===== src/rtl/regport_arbiter_pkg.sv =====
// Shared definitions for the register-port arbiter: state encoding and
// requester indices.
package regport_arbiter_pkg;

   typedef enum logic [1:0] {
      IDLE = 2'b00,
      OWN0 = 2'b01,
      OWN1 = 2'b10
   } state_t;

   localparam logic REQ0_IDX = 1'b0;
   localparam logic REQ1_IDX = 1'b1;

endpackage


===== src/rtl/regport_arbiter_mux.sv =====
// 4-bit 2:1 address mux feeding the shared register-address port.
module Mux_8_4 (
   input  logic       sel,
   input  logic [3:0] D_in0,
   input  logic [3:0] D_in1,
   output logic [3:0] D_out
);

   assign D_out = sel ? D_in1 : D_in0;

endmodule


===== src/rtl/regport_arbiter.sv =====
// Round-robin arbiter for the shared 4-bit register-address port, with a
// bounded hold so a continuously requesting owner yields to a waiting peer.
module regport_arbiter
   import regport_arbiter_pkg::*;
#(
   parameter int MAX_HOLD = 4,
   parameter int HOLD_W   = 3
) (
   input  logic       clk,
   input  logic       rst_n,
   input  logic       req0,
   input  logic       req1,
   input  logic [3:0] addr0,
   input  logic [3:0] addr1,
   output logic       gnt0,
   output logic       gnt1,
   output logic       sel,
   output logic [3:0] addr_out,
   output logic       bus_valid
);

   localparam logic [HOLD_W-1:0] HOLD_LIM = HOLD_W'(MAX_HOLD - 1);

   state_t            state, state_nxt, other_own;
   logic [HOLD_W-1:0] hold_cnt, hold_nxt;
   logic              last_owner, last_nxt;
   logic              sel_q, sel_nxt;
   logic              holder_req, other_req;

   always_comb begin
      state_nxt  = state;
      hold_nxt   = hold_cnt;
      last_nxt   = last_owner;
      sel_nxt    = sel_q;
      holder_req = (state == OWN1) ? req1 : req0;
      other_req  = (state == OWN1) ? req0 : req1;
      other_own  = (state == OWN1) ? OWN0 : OWN1;

      case (state)
         IDLE: begin
            if (req0 && req1)
               state_nxt = (last_owner == REQ1_IDX) ? OWN0 : OWN1;
            else if (req0)
               state_nxt = OWN0;
            else if (req1)
               state_nxt = OWN1;
         end
         OWN0, OWN1: begin
            if (!holder_req)
               state_nxt = other_req ? other_own : IDLE;
            else if (other_req && hold_cnt == HOLD_LIM)
               state_nxt = other_own;
            else if (hold_cnt != HOLD_LIM)
               hold_nxt = hold_cnt + 1'b1;
         end
         default: state_nxt = IDLE;
      endcase

      // Any change of owner (or going idle) restarts the tenure count.
      if (state_nxt != state || state_nxt == IDLE)
         hold_nxt = '0;

      if (state_nxt == OWN0) begin
         last_nxt = REQ0_IDX;
         sel_nxt  = REQ0_IDX;
      end else if (state_nxt == OWN1) begin
         last_nxt = REQ1_IDX;
         sel_nxt  = REQ1_IDX;
      end
   end

   always_ff @(posedge clk) begin
      if (!rst_n) begin
         state      <= IDLE;
         hold_cnt   <= '0;
         last_owner <= REQ1_IDX;
         sel_q      <= REQ0_IDX;
      end else begin
         state      <= state_nxt;
         hold_cnt   <= hold_nxt;
         last_owner <= last_nxt;
         sel_q      <= sel_nxt;
      end
   end

   assign gnt0      = (state == OWN0);
   assign gnt1      = (state == OWN1);
   assign bus_valid = (state != IDLE);
   assign sel       = sel_q;

   Mux_8_4 u_addr_mux (
      .sel   (sel_q),
      .D_in0 (addr0),
      .D_in1 (addr1),
      .D_out (addr_out)
   );

endmodule

===== config.mk =====
export PLATFORM = sky130hd
export DESIGN_NAME = regport_arbiter
export DESIGN_NICKNAME = d
export VERILOG_FILES = /design/src/rtl/regport_arbiter_pkg.sv /design/src/rtl/regport_arbiter_mux.sv /design/src/rtl/regport_arbiter.sv
export SDC_FILE = /design/constraint.sdc
export NUM_CORES = 1
export LEC_CHECK = 0
export CAP_MARGIN = 20
export CORE_MARGIN = 2
export CORE_UTILIZATION = 46
export DETAILED_ROUTE_END_ITERATION = 10
export PLACE_DENSITY_LB_ADDON = 0.2
export SYNTH_ARGS = -nofsm -noshare
export SYNTH_HDL_FRONTEND = slang
export SYNTH_SLANG_ARGS = --single-unit

===== constraint.sdc =====
create_clock -name clk -period 3 [get_ports clk]
set_input_delay 0.6 -clock clk [delete_from_list [all_inputs] [get_ports clk]]
set_output_delay 0.6 -clock clk [all_outputs]
set_load 0.02 [all_outputs]

Yosys cells after proc, flatten, opt, wreduce, memory -nomap -nowiden

Cells that the tools add are included.

Add/sub/neg operators: 1
Eq/ne operators: 7
Muxes and demuxes: 14
Bitwise logic cells: 2
Reductions and logical operators: 11

Operators with widths:

| kind                | number |
|---|---|
| $mux 2              | 8 |
| $reduce_or 2->1     | 3 |
| $eq 2x1->1 const B  | 2 |
| $eq 2x2->1 const B  | 2 |
| $logic_not 2->1     | 2 |
| $mux 1              | 4 |
| $mux 4              | 1 |
| $pmux 2 s2          | 1 |
| $reduce_and 4->1    | 1 |
| $reduce_bool 2->1   | 2 |
| $add 3x1->3 const B | 1 |
| $eq 3x2->1 const B  | 1 |
| $ne 3x2->1 const B  | 1 |
| $logic_and 1x1->1   | 2 |
| $ne 2x2->1          | 1 |
| $not 1->1           | 2 |
| $logic_or 1x1->1    | 1 |

Bits in registers: 7
Word-level logic and storage cells: 39

Logic depth before layout (Yosys ltp)

Gate-level depths: netlist of run 1.

Depth after elaboration: 9
Mapped depth: 11
Gate-level depth less buffers: 11

Cells and area by module

A second synthesis of run 1 with hierarchy kept.

Cell total of the unflattened synthesis: 79
Area, all modules: 690.7 sq um

Modules (own cells, without submodules):

| module          | times used | cells an instance | area an instance (sq um) | sequential area each (sq um) |
|---|---|---|---|---|
| regport_arbiter | 1          | 75                | 645.6                    | 140.1 |
| Mux_8_4         | 1          | 4                 | 45.0                     | 0.0 |

Worst setup path after synthesis of run 1

OpenSTA, ideal clock, no wires.

Path type: register to register
From: register state[0]
To: register hold_cnt[0]
Arrival: 2288 ps
Slack: 620 ps
Cell stages (with the launch flop): 12
Buffers on the path: 0
Path through: dfxtp_1 inv_1 ha_1 nor2b_1 a32o_1 o21ai_0 a21o_1 ha_1 inv_1 o211ai_1 a311o_1 nor4_1

Cells in the longest elaborated chain, start to end: 9
Elaborated cells between the ends (all ways): 21
Classes of those cells: 3 x eq/ne; 10 x mux; 1 x bitwise; 7 x reduce/logical

Ends and longest elaborated chain:

| element                                       | line                  | RTL |
|---|---|---|
| from (decl)                                   | regport_arbiter.sv:24 | `state_t state, state_nxt, other_own;` |
| from (signal assigned)                        | regport_arbiter.sv:79 | `state <= state_nxt;` |
| $eq 2x2->1 (*)                                | -                     |  |
| net gnt1                                      | regport_arbiter.sv:16 | `output logic gnt1,` |
| $mux 1                                        | regport_arbiter.sv:36 | `other_req = (state == OWN1) ? req0 : req1;` |
| $logic_and 1x1->1                             | regport_arbiter.sv:51 | `else if (other_req && hold_cnt == HOLD_LIM)` |
| $mux 2                                        | regport_arbiter.sv:51 |  |
| $mux 2                                        | regport_arbiter.sv:49 | `if (!holder_req)` |
| $pmux 2 s2                                    | regport_arbiter.sv:39 | `case (state)` |
| $ne 2x2->1 or $logic_not 2->1 (tied branches) | regport_arbiter.sv:60 | `if (state_nxt != state \|\| state_nxt == IDLE)` |
| $logic_or 1x1->1                              | regport_arbiter.sv:60 |  |
| $reduce_or 2->1 (no source line)              | -                     |  |
| to (signal assigned)                          | regport_arbiter.sv:80 | `hold_cnt <= hold_nxt;` |
| to (decl)                                     | regport_arbiter.sv:25 | `logic [HOLD_W-1:0] hold_cnt, hold_nxt;` |

The timed path passes the listed nets; every way through them passes the cells marked *.
A chain may end at the register's enable or synchronous reset.

Worst setup path after layout of run 1

From: input port req1
To: register hold_cnt[1]

Cells in the longest elaborated chain, start to end: 8
Elaborated cells between the ends (all ways): 17
Classes of those cells: 1 x eq/ne; 9 x mux; 1 x bitwise; 6 x reduce/logical

Ends and longest elaborated chain:

| element                                       | line                  | RTL |
|---|---|---|
| from (decl)                                   | regport_arbiter.sv:12 | `input logic req1,` |
| $mux 1                                        | regport_arbiter.sv:36 |  |
| $logic_and 1x1->1                             | regport_arbiter.sv:51 |  |
| $mux 2                                        | regport_arbiter.sv:51 |  |
| $mux 2                                        | regport_arbiter.sv:49 |  |
| $pmux 2 s2                                    | regport_arbiter.sv:39 |  |
| $ne 2x2->1 or $logic_not 2->1 (tied branches) | regport_arbiter.sv:60 |  |
| $logic_or 1x1->1                              | regport_arbiter.sv:60 |  |
| $reduce_or 2->1 (no source line)              | -                     |  |

Parallel ways exist; a longest one is shown, timed or not.

==> impl_metrics.ini, run 1 <==
[critical_path]
criticalPathCategory = in -> reg
crit_family = compound AO/OA/AOI/OAI gates
crit_path_end_kind = flop
slowest_stage = clkdlybuf4s50_1
path_cells = clkdlybuf4s50_1 > nor2b_1 > a32o_1 > o21ai_0 > a21o_1 > ha_1 > inv_1 > o211ai_1 > a311o_1 > nor4_1
worstPathArrival_ps = 2890
cp.required_ps = 3140
worstSetupStartpointType = input port
path_buf_inv = 2
crit_fanout = 9
cpPeakStageDelay_ps = 610

[finish]
diodes = 0
syn_to_final_growth_pct = 35.1
post_layout_nonfiller_instances = 119
drive_above_1_share = 0.135
fin_nets = 126
n_fill_cell = 115

[hold_path]
worstHoldPathType = reg -> reg

[synth]
syn_avg_cell_area_um2 = 8.65
syn-num-nets = 101
syn-cell-area_um2 = 692
yosysSeqAreaShare = 0.203
yosysUniqueCellTypes = 36
yosysWarnings = 0
ys_seq_elements = 7
synth_cells = 80

[timing]
fmaxAchievable_mhz = 364
rsz0062_at_grt = false
fin_skew_ps = 5.18
fin_setup_tns_ps = 0
maxSlewViolCount = 0
fin_crit_sh = 0.916
hold_viol = 0
worst_slew_pin_slew_ps = 556
period_needed_ps = 2750
relSlewSlack = 0.628
setup_viol = 0
whs_ps = 536
worst_slack_ps = 251

[cts]
cts_tree = built
cts_setup_buffers = 0
cts_hold_buf = 0
clock_latency_ps = 240
htree_levels = 1
clk_pin_slew_ps = 50
cts_buffers = 3
clkSinkCount = 7
cts_resized = 0
root_buffer = clkbuf_4
cts_max_path_buffers = 2

[routing]
avgRoutedWirePerCell_um = 13.2
first_iter_violations = 13
drc = 0
vias_per_cell = 5.76
drtAntennaViolNets = 0
num_vias = 685
routed_wl_mm = 1.57
drt_pass1_iterations = 4

[global_route]
antenna_found_initial = 0
grt_pass1_vias = 680
grt_overflow = 0
grt_pass1_wl_mm = 2.76
grt_max_degree = 10
grt.total_usage = 0.193

[die]
die_area_mm2 = 0.00183
ioPinCount = 20
start_util = 0.513
rows = 13
die_y_um = 42.8
die-width_um = 42.8
coreArea_mm2 = 0.00135

[placement]
dp.cells = 115
gp_congestion = 0.843
io_buffers = 19
dpl.hpwl_mm = 1.30
post-place-ws_ps = -22.7

[pwr]
pwr_density_cell_mw_per_mm2 = 575
p_leak_nw = 0.391
vdd_drop_max_v = 0.000371

[job]
maxCapViolCount = 0

[status]
status = completed
## path summary, 6_finish.rpt
path                   start          end  slack [ps]  cells after the start
hold reg to reg   last_owner   last_owner         540                      2
setup reg to reg    state[0]  hold_cnt[1]         340                     11
hold / removal    last_owner   last_owner         540                      2
setup / recovery        req1  hold_cnt[1]         250                     10
## synth_stat cells
cell	instances	area [um^2]
nand2_1	5	18.8
o31ai_1	1	7.51
mux2_2	4	45.0
ha_1	9	113
nand2b_1	2	12.5
o211ai_1	1	7.51
a211oi_1	1	7.51
a311o_1	1	10.0
o32ai_1	1	8.76
and3b_1	1	8.76
xnor2_1	1	8.76
o21ai_0	5	25.0
nand2b_2	1	8.76
a22oi_1	2	15.0
and2_1	2	12.5
and2_2	1	7.51
nand4_1	1	6.26
nor2b_2	1	8.76
a21o_1	1	7.51
inv_1	7	26.3
and3_1	1	6.26
nor2_1	3	11.3
and4_4	1	11.3
nor3b_1	1	7.51
nor2b_1	3	18.8
nor4b_2	1	15.0
nor4_1	2	12.5
and3_2	1	7.51
a21boi_0	2	15.0
mux2i_1	2	20.0
or2_1	1	6.26
o211a_1	2	20.0
o21a_1	2	15.0
dfxtp_1	7	140
a32o_1	1	10.0
a21oi_1	2	10.0
## metal layers
metal  share of wire  global-route usage
met5               0                   0
met4          0.0083              0.0500
met3           0.085              0.0553
met2            0.50               0.364
met1            0.41               0.205
## flip-flops by register name, summed over array words and instances (netlist names)
name and count:
sel 1, last_owner 1, state 2, hold_cnt 3
## tightest hold or removal path, cell delays in order (launching register included)
cell and delay (ps):
dfxtp_1 350, o21ai_0 100, nand2_1 60
## report_power, final
group / leakage, nW / internal, W / switching (W)
combinational: 0.319 / 0.000154 / 0.000170
clock: 0.0150 / 0.0000505 / 0.0000315
sequential: 0.0571 / 0.000109 / 0.0000228
total: 0.391 / 0.000313 / 0.000224
## layout make-up
class / count / area [um^2] / share of cell area
repair buffers: 20 / 198 / 0.212
well taps: 15 / 18.8 / 0.0201
flip-flops and latches: 7 / 140 / 0.150
clock buffers: 4 / 26.3 / 0.0281
multi-input cells: 66 / 526 / 0.562
inverters: 7 / 26.3 / 0.0281
## layout by cell type (no fill, tap or decap), drive strengths merged, types with 2 or more instances in the layout
master and count:
a22oi 2, a21oi 2, o211a 2, o21a 2
nor4 2, and3 2, and2 3, a21boi 2
nand2 5, o21ai 5, clkdlybuf4s50 19, inv 7
mux2 4, ha 9, nand2b 3, dfxtp 7
mux2i 2, nor2 3, clkbuf 4, nor2b 4
## kinds of logic (layout without fill, tap and decap cells)
family,count (synthesis),count (layout),share of synthesized area
compound gates,22,22,0.230
simple gates,28,28,0.260
flops,7,7,0.203
fa+ha+maj,9,9,0.163
xor+xnor,1,1,0.0127
buf+inv,7,31,0.0380
mux,6,6,0.0940
## stage by stage
| step | utilization | cell area [um^2] | power, W |
|---|---|---|---|
| after floorplan | - | 692 | 0.000345 |
| after global placement | 0.673 | 908 | 0.000447 |
| after detailed placement | 0.673 | 908 | 0.000453 |
| after CTS | 0.692 | 935 | 0.000541 |
| after global routing | 0.692 | 935 | 0.000580 |
| final | 0.692 | 935 | 0.000537 |
Note: power is estimated with default switching activity, not from simulation.
==> inputs of run 2 (changes only) <==
--- a/config.mk
+++ b/config.mk
@@ -13,3 +13,4 @@
 export SYNTH_ARGS = -nofsm -noshare
 export SYNTH_HDL_FRONTEND = slang
 export SYNTH_SLANG_ARGS = --single-unit
+export TNS_END_PERCENT = 5
==> results of run 2 <==
The final DEF is identical to that of run 1; final timing and power are the same.
==> variant 1, RTL diff (flow settings as in run 2) <==
Make the reset (`rst_n`) asynchronous in one clocked block.
--- a/src/rtl/regport_arbiter.sv
+++ b/src/rtl/regport_arbiter.sv
@@ -70,5 +70,5 @@
    end
 
-   always_ff @(posedge clk) begin
+   always_ff @(posedge clk or negedge rst_n) begin
       if (!rst_n) begin
          state      <= IDLE;
Formal check against the unedited RTL: differs if rst_n is asserted again (counterexample within 4 cycles, from zero or initial values and one cycle with rst_n low); with rst_n held inactive, the same outputs for 10 cycles.
==> variant 1 against run 2 <==
- combinational power up 82%
- fmax up 5.3%
- non-clock buffer count down 1
- sequential cell count unchanged
- register-to-register slack better by 0.13 ns
- power up 58%
- largest cell class unchanged
- clock power about the same
- synthesized area up 1.3%
- sequential share of layout area up 4.3 points
- cell area down 2.0%
- setup slack better by 0.14 ns
- largest power group unchanged
- routed wire length down 9.5%
==> variant 1: results (changes against run 2) <==
{| class="wikitable"
! Metric !! Value
|-
| Global-route wire length before repair || 2.75 mm (was 2.76 mm)
|-
| Top Registers || hold_cnt: 3 flops, state: 2 flops (unchanged)
|-
| Count of input and output buffers || 19 (unchanged)
|-
| Largest clock skew in the final design || 0.00280 ns (was 0.00518 ns)
|-
| RePlAce Congestion || 0.884 (was 0.843)
|-
| Top flip-flop cell by instance count after synthesis || sky130_fd_sc_hd__dfrtp_1 (was sky130_fd_sc_hd__dfxtp_1)
|-
| Net count of the mapped netlist || 98 (was 101)
|-
| Via count of the first global-routing pass || 653 (was 680)
|-
| Sequential element share of the synthesized area || 25.2% (was 20.3%)
|-
| Half-perimeter wire length after detailed placement || 1.17 mm (was 1.30 mm)
|-
| Clk_lat worst skew || 0.24 ns (about the same)
|-
| Distinct cell type count of the synthesized netlist || 39 (was 36)
|-
| Post-synthesis async set-or-reset flop share || 100% (was 0%)
|-
| Data arrival time of the critical path || 2.75 ns (was 2.89 ns)
|-
| All-Layer GR Usage || 19.2% (was 19.3%)
|-
| Count of nets after finishing || 119 (was 126)
|-
| Number of antenna diodes || 0 (unchanged)
|-
| Post-synthesis area per instance || 8.98 um2 (was 8.65 um2)
|-
| Leakage || 0.405 nW (was 0.391 nW)
|-
| Via total after detailed routing || 634 (was 685)
|-
| Outcome || finished, final reports clean (unchanged)
|-
| IR Drop Worst-Case VDD || 0.459 mV (was 0.371 mV)
|-
| Mean routed wirelength per cell || 12.5 um (was 13.2 um)
|-
| Pin slew with the least headroom to its limit || 0.422 ns (was 0.556 ns)
|-
| Number of gates resized after cts || 0 (unchanged)
|-
| Initial antenna violation count || 0 (unchanged)
|-
| Largest fanout on the critical path || 5 (was 9)
|-
| Number of CTS-inserted buffers || 3 (unchanged)
|-
| Most frequent cells after synthesis || sky130_fd_sc_hd__ha_1 (8), sky130_fd_sc_hd__inv_1 (7), sky130_fd_sc_hd__dfrtp_1 (6) (was sky130_fd_sc_hd__ha_1 (9), sky130_fd_sc_hd__dfxtp_1 (7), sky130_fd_sc_hd__inv_1 (7))
|-
| Dpl ws || 0.115 ns (was -0.0227 ns)
|-
| Initial DRC count || 14 (was 13)
|-
| Number of setup buffers added after CTS || 0 (unchanged)
|-
| Clock slew at reported path FFs || 0.05 ns (about the same)
|-
| Bufs on Longest Clock Path || 2 (unchanged)
|-
| Fraction of final layout cells sized beyond drive strength 1 || 16.3% (was 13.5%)
|-
| Synth top area cells || sky130_fd_sc_hd__dfrtp_1 (21%), sky130_fd_sc_hd__ha_1 (14%), sky130_fd_sc_hd__mux2_2 (8.0%) (was sky130_fd_sc_hd__dfxtp_1 (20%), sky130_fd_sc_hd__ha_1 (16%), sky130_fd_sc_hd__mux2_2 (6.5%))
|-
| Synth warn || 0 (unchanged)
|-
| Initial DRT Pass Iterations || 4 (unchanged)
|-
| Non-filler cells, final || 114 (was 119)
|-
| Pin count of the biggest net entering global routing || 11 (was 10)
|-
| Placed cell area || 890 um2 (was 908 um2)
|-
| # H-tree levels || 1 (unchanged)
|}
==> variant 1: power by group <==
group          total (mW)  leakage, nW  switching, mW  internal (mW)
Clock              0.0819       0.0150         0.0313         0.0505
Sequential          0.179       0.0875         0.0466          0.132
Combinational       0.587        0.303          0.301          0.286
==> variant 1: worst paths after layout <==
path | start | cells past startpoint | to | slack (ns)
setup / recovery | req0 | 9 | hold_cnt[1] | 0.39
hold / removal | last_owner | 2 | last_owner | 0.52
hold reg to reg | last_owner | 2 | last_owner | 0.52
setup reg to reg | state[0] | 9 | hold_cnt[1] | 0.47
max in group asynchronous | rst_n | 1 | last_owner | 2.11
min in group asynchronous | rst_n | 1 | state[0] | 0.61
==> variant 1: layout make-up <==
type / instances / area [um2]
inverters: 8 / 30.0
repair buffers: 19 / 190
fillers: 141 / 556
clock buffers: 4 / 26.3
well taps: 16 / 20.0
flip-flops and latches: 7 / 176
multi-input cells: 60 / 473
==> variant 1: cells by family (layout without fill, tap and decap cells) <==
logic type | count (synthesis) | in the layout | share of synthesized area [%]
compound gates | 17 | 17 | 17.3
xor+xnor | 1 | 1 | 1.25
fa+ha+maj | 8 | 8 | 14.3
buf+inv | 11 | 31 | 7.32
flops | 7 | 7 | 25.2
mux | 8 | 8 | 12.3
simple gates | 26 | 26 | 22.3
==> variant 1: critical path, cell delays in order <==
cell and delay, ns:
sky130_fd_sc_hd__clkdlybuf4s50_1 0.54, sky130_fd_sc_hd__inv_1 0.12, sky130_fd_sc_hd__or3_1 0.40, sky130_fd_sc_hd__o21ai_0 0.09, sky130_fd_sc_hd__nand2_1 0.09, sky130_fd_sc_hd__a21o_1 0.21
sky130_fd_sc_hd__ha_1 0.18, sky130_fd_sc_hd__a31o_2 0.24, sky130_fd_sc_hd__nor4_1 0.29
==> variant 1: layer usage <==
metal	share of wire, %	global-route usage [%]
met5	0	0
met4	0.98	6.67
met3	8.7	3.40
met2	47	31.8
met1	43	25.1
==> variant 2, RTL diff (flow settings as in run 2) <==
Without the edit above. `HOLD_W`: 3 -> 5.
--- a/src/rtl/regport_arbiter.sv
+++ b/src/rtl/regport_arbiter.sv
@@ -5,5 +5,5 @@
 #(
    parameter int MAX_HOLD = 4,
-   parameter int HOLD_W   = 3
+   parameter int HOLD_W   = 5
 ) (
    input  logic       clk,
Function: same outputs for any inputs over 10 cycles, from zero or initial values and one cycle with rst_n low; that may be too few to reach the edited logic, so the function may still have changed.
==> variant 2 against run 2 <==
- power is 32% higher
- sequential cell count is 2 higher
- synthesized area up 18%
- cell area increased by 25%
- routed wire length up 18%
- setup slack got worse by 0.095 ns
- utilization is 0.10 points higher
- final cell count grew 23%
- critical endpoint unchanged
- largest cell class unchanged
- largest power group unchanged
- highest routed layer unchanged
==> variant 2: results (changes against run 2) <==
{| class="wikitable"
! Metric !! Value
|-
| Outcome || finished, final reports clean (unchanged)
|-
| Synth top area cells || sky130_fd_sc_hd__dfxtp_1 (22%), sky130_fd_sc_hd__ha_1 (12%), sky130_fd_sc_hd__mux2_2 (8.3%) (was sky130_fd_sc_hd__dfxtp_1 (20%), sky130_fd_sc_hd__ha_1 (16%), sky130_fd_sc_hd__mux2_2 (6.5%))
|-
| All-Layer GR Usage || 18.7% (was 19.3%)
|-
| Dpl ws || -0.174 ns (was -0.0227 ns)
|-
| Pin count of the biggest net entering global routing || 11 (was 10)
|-
| Startpoint of the most critical register-to-register path || hold_cnt[0] (was state[0])
|-
| Half-perimeter wire length after detailed placement || 1.46 mm (was 1.30 mm)
|-
| Max Used Layer || met4 (unchanged)
|-
| # fillers || 138 (was 115)
|-
| Worst-case register-to-register setup slack || 0.18 ns (was 0.34 ns)
|-
| Top Registers || hold_cnt: 5 flops, state: 2 flops (was hold_cnt: 3 flops, state: 2 flops)
|-
| Mean routed wirelength per cell || 12.7 um (was 13.2 um)
|-
| IR Drop Worst-Case VDD || 0.418 mV (was 0.371 mV)
|-
| Fraction of final layout cells sized beyond drive strength 1 || 27.1% (was 13.5%)
|-
| Largest fanout on the critical path || 5 (was 9)
|-
| Met2 wire length || 973 um (was 779 um)
|-
| Net count of the mapped netlist || 113 (was 101)
|-
| Via total after detailed routing || 813 (was 685)
|-
| Data arrival time of the critical path || 2.99 ns (was 2.89 ns)
|-
| Leakage || 0.521 nW (was 0.391 nW)
|-
| Switching Power || 0.278 mW (was 0.224 mW)
|-
| Worst Hold Slack || 0.576 ns (was 0.536 ns)
|-
| Largest clock skew in the final design || 0.00891 ns (was 0.00518 ns)
|-
| Count of nets after finishing || 150 (was 126)
|-
| Sequential element share of the synthesized area || 22.1% (was 20.3%)
|-
| Distinct cell type count of the synthesized netlist || 37 (was 36)
|-
| R2R cell count || 12 (was 11)
|-
| Headroom to the max-slew limit || 69.4% (was 62.8%)
|-
| Via count of the first global-routing pass || 726 (was 680)
|-
| Most frequent cells after synthesis || sky130_fd_sc_hd__dfxtp_1 (9), sky130_fd_sc_hd__ha_1 (8), sky130_fd_sc_hd__nand2_1 (8) (was sky130_fd_sc_hd__ha_1 (9), sky130_fd_sc_hd__dfxtp_1 (7), sky130_fd_sc_hd__inv_1 (7))
|}
## variant 2: changes by cell type after synthesis, moves of 3 or more
cell                      before  now
sky130_fd_sc_hd__and4b_1       0    4
sky130_fd_sc_hd__nand3_1       0    4
sky130_fd_sc_hd__nand2_1       5    8
sky130_fd_sc_hd__nor2_1        3    6
## variant 2: power groups by stage
stage          combinational, mW  sequential (mW)  clock (mW)
2_1_floorplan              0.250            0.162           0
3_3_place_gp               0.428            0.159           0
4_1_cts                    0.442            0.158      0.0924
5_1_grt                    0.507            0.161      0.0985
3_5_place_dp               0.438            0.161           0
6_report                   0.463            0.158      0.0883
## variant 2: final cells by class
type / instances / share of cell area [%]
timing repair buffer: 34 / 26.1
tap: 17 / 1.82
clock buffer: 4 / 2.24
inverter: 6 / 1.92
multi-input combinational: 76 / 52.6
sequential: 9 / 15.4
## variant 2: what timing repair did
action,in CTS,in global routing
buffers inserted,0,1
endpoints found under the setup margin,0,5
gates resized for setup,0,5
hold buffers,0,0
## variant 2: per-layer routing
metal	track usage, %	vias up
met5	0	-
met4	3.43	0
met3	3.92	8
met2	33.6	39
met1	22.9	358
li1	-	408
## variant 2: cell families (layout without fill, tap and decap cells)
group / count (synthesis) / count (layout) / share of synthesized area [%]
and+or+nand+nor: 40 / 40 / 30.7
AOI/OAI and AO/OA: 16 / 16 / 15.1
DFF: 9 / 9 / 22.1
adders and majority gates: 8 / 8 / 12.3
muxes: 8 / 8 / 10.8
buffers and inverters: 8 / 44 / 4.76
xor gates and xnor gates: 4 / 4 / 4.30
## variant 2: worst max-delay path by stage
stage	start	slack (ns)	cells past startpoint	to
after global routing	req0	-0.08	13	hold_cnt[1]
after global placement	req1	-0.04	12	hold_cnt[1]
after CTS	req1	0.06	12	hold_cnt[1]
final	req0	0.16	11	hold_cnt[1]
after floorplan	state[0]	0.16	14	hold_cnt[1]
after detailed placement	req1	-0.17	12	hold_cnt[1]
## variant 2: stage by stage
step / area [um2] / std cells / util (%)
5_1_grt: 1170 / 146 / 69.3
4_1_cts: 1140 / 145 / 67.6
6_report: 1170 / 146 / 69.3
3_5_place_dp: 1110 / 141 / 66.0
2_1_floorplan: 815 / 93 / -
3_3_place_gp: 1110 / 141 / 66.0
## variant 2: worst max-delay path: stages
cell	delay [ns]
sky130_fd_sc_hd__clkdlybuf4s50_1	0.49
sky130_fd_sc_hd__o32ai_2	0.36
sky130_fd_sc_hd__o21ai_1	0.15
sky130_fd_sc_hd__a21oi_2	0.18
sky130_fd_sc_hd__inv_1	0.07
sky130_fd_sc_hd__ha_1	0.17
sky130_fd_sc_hd__or2b_1	0.26
sky130_fd_sc_hd__nor3_2	0.18
sky130_fd_sc_hd__o21a_1	0.17
sky130_fd_sc_hd__a311oi_2	0.06
sky130_fd_sc_hd__nor4bb_1	0.28
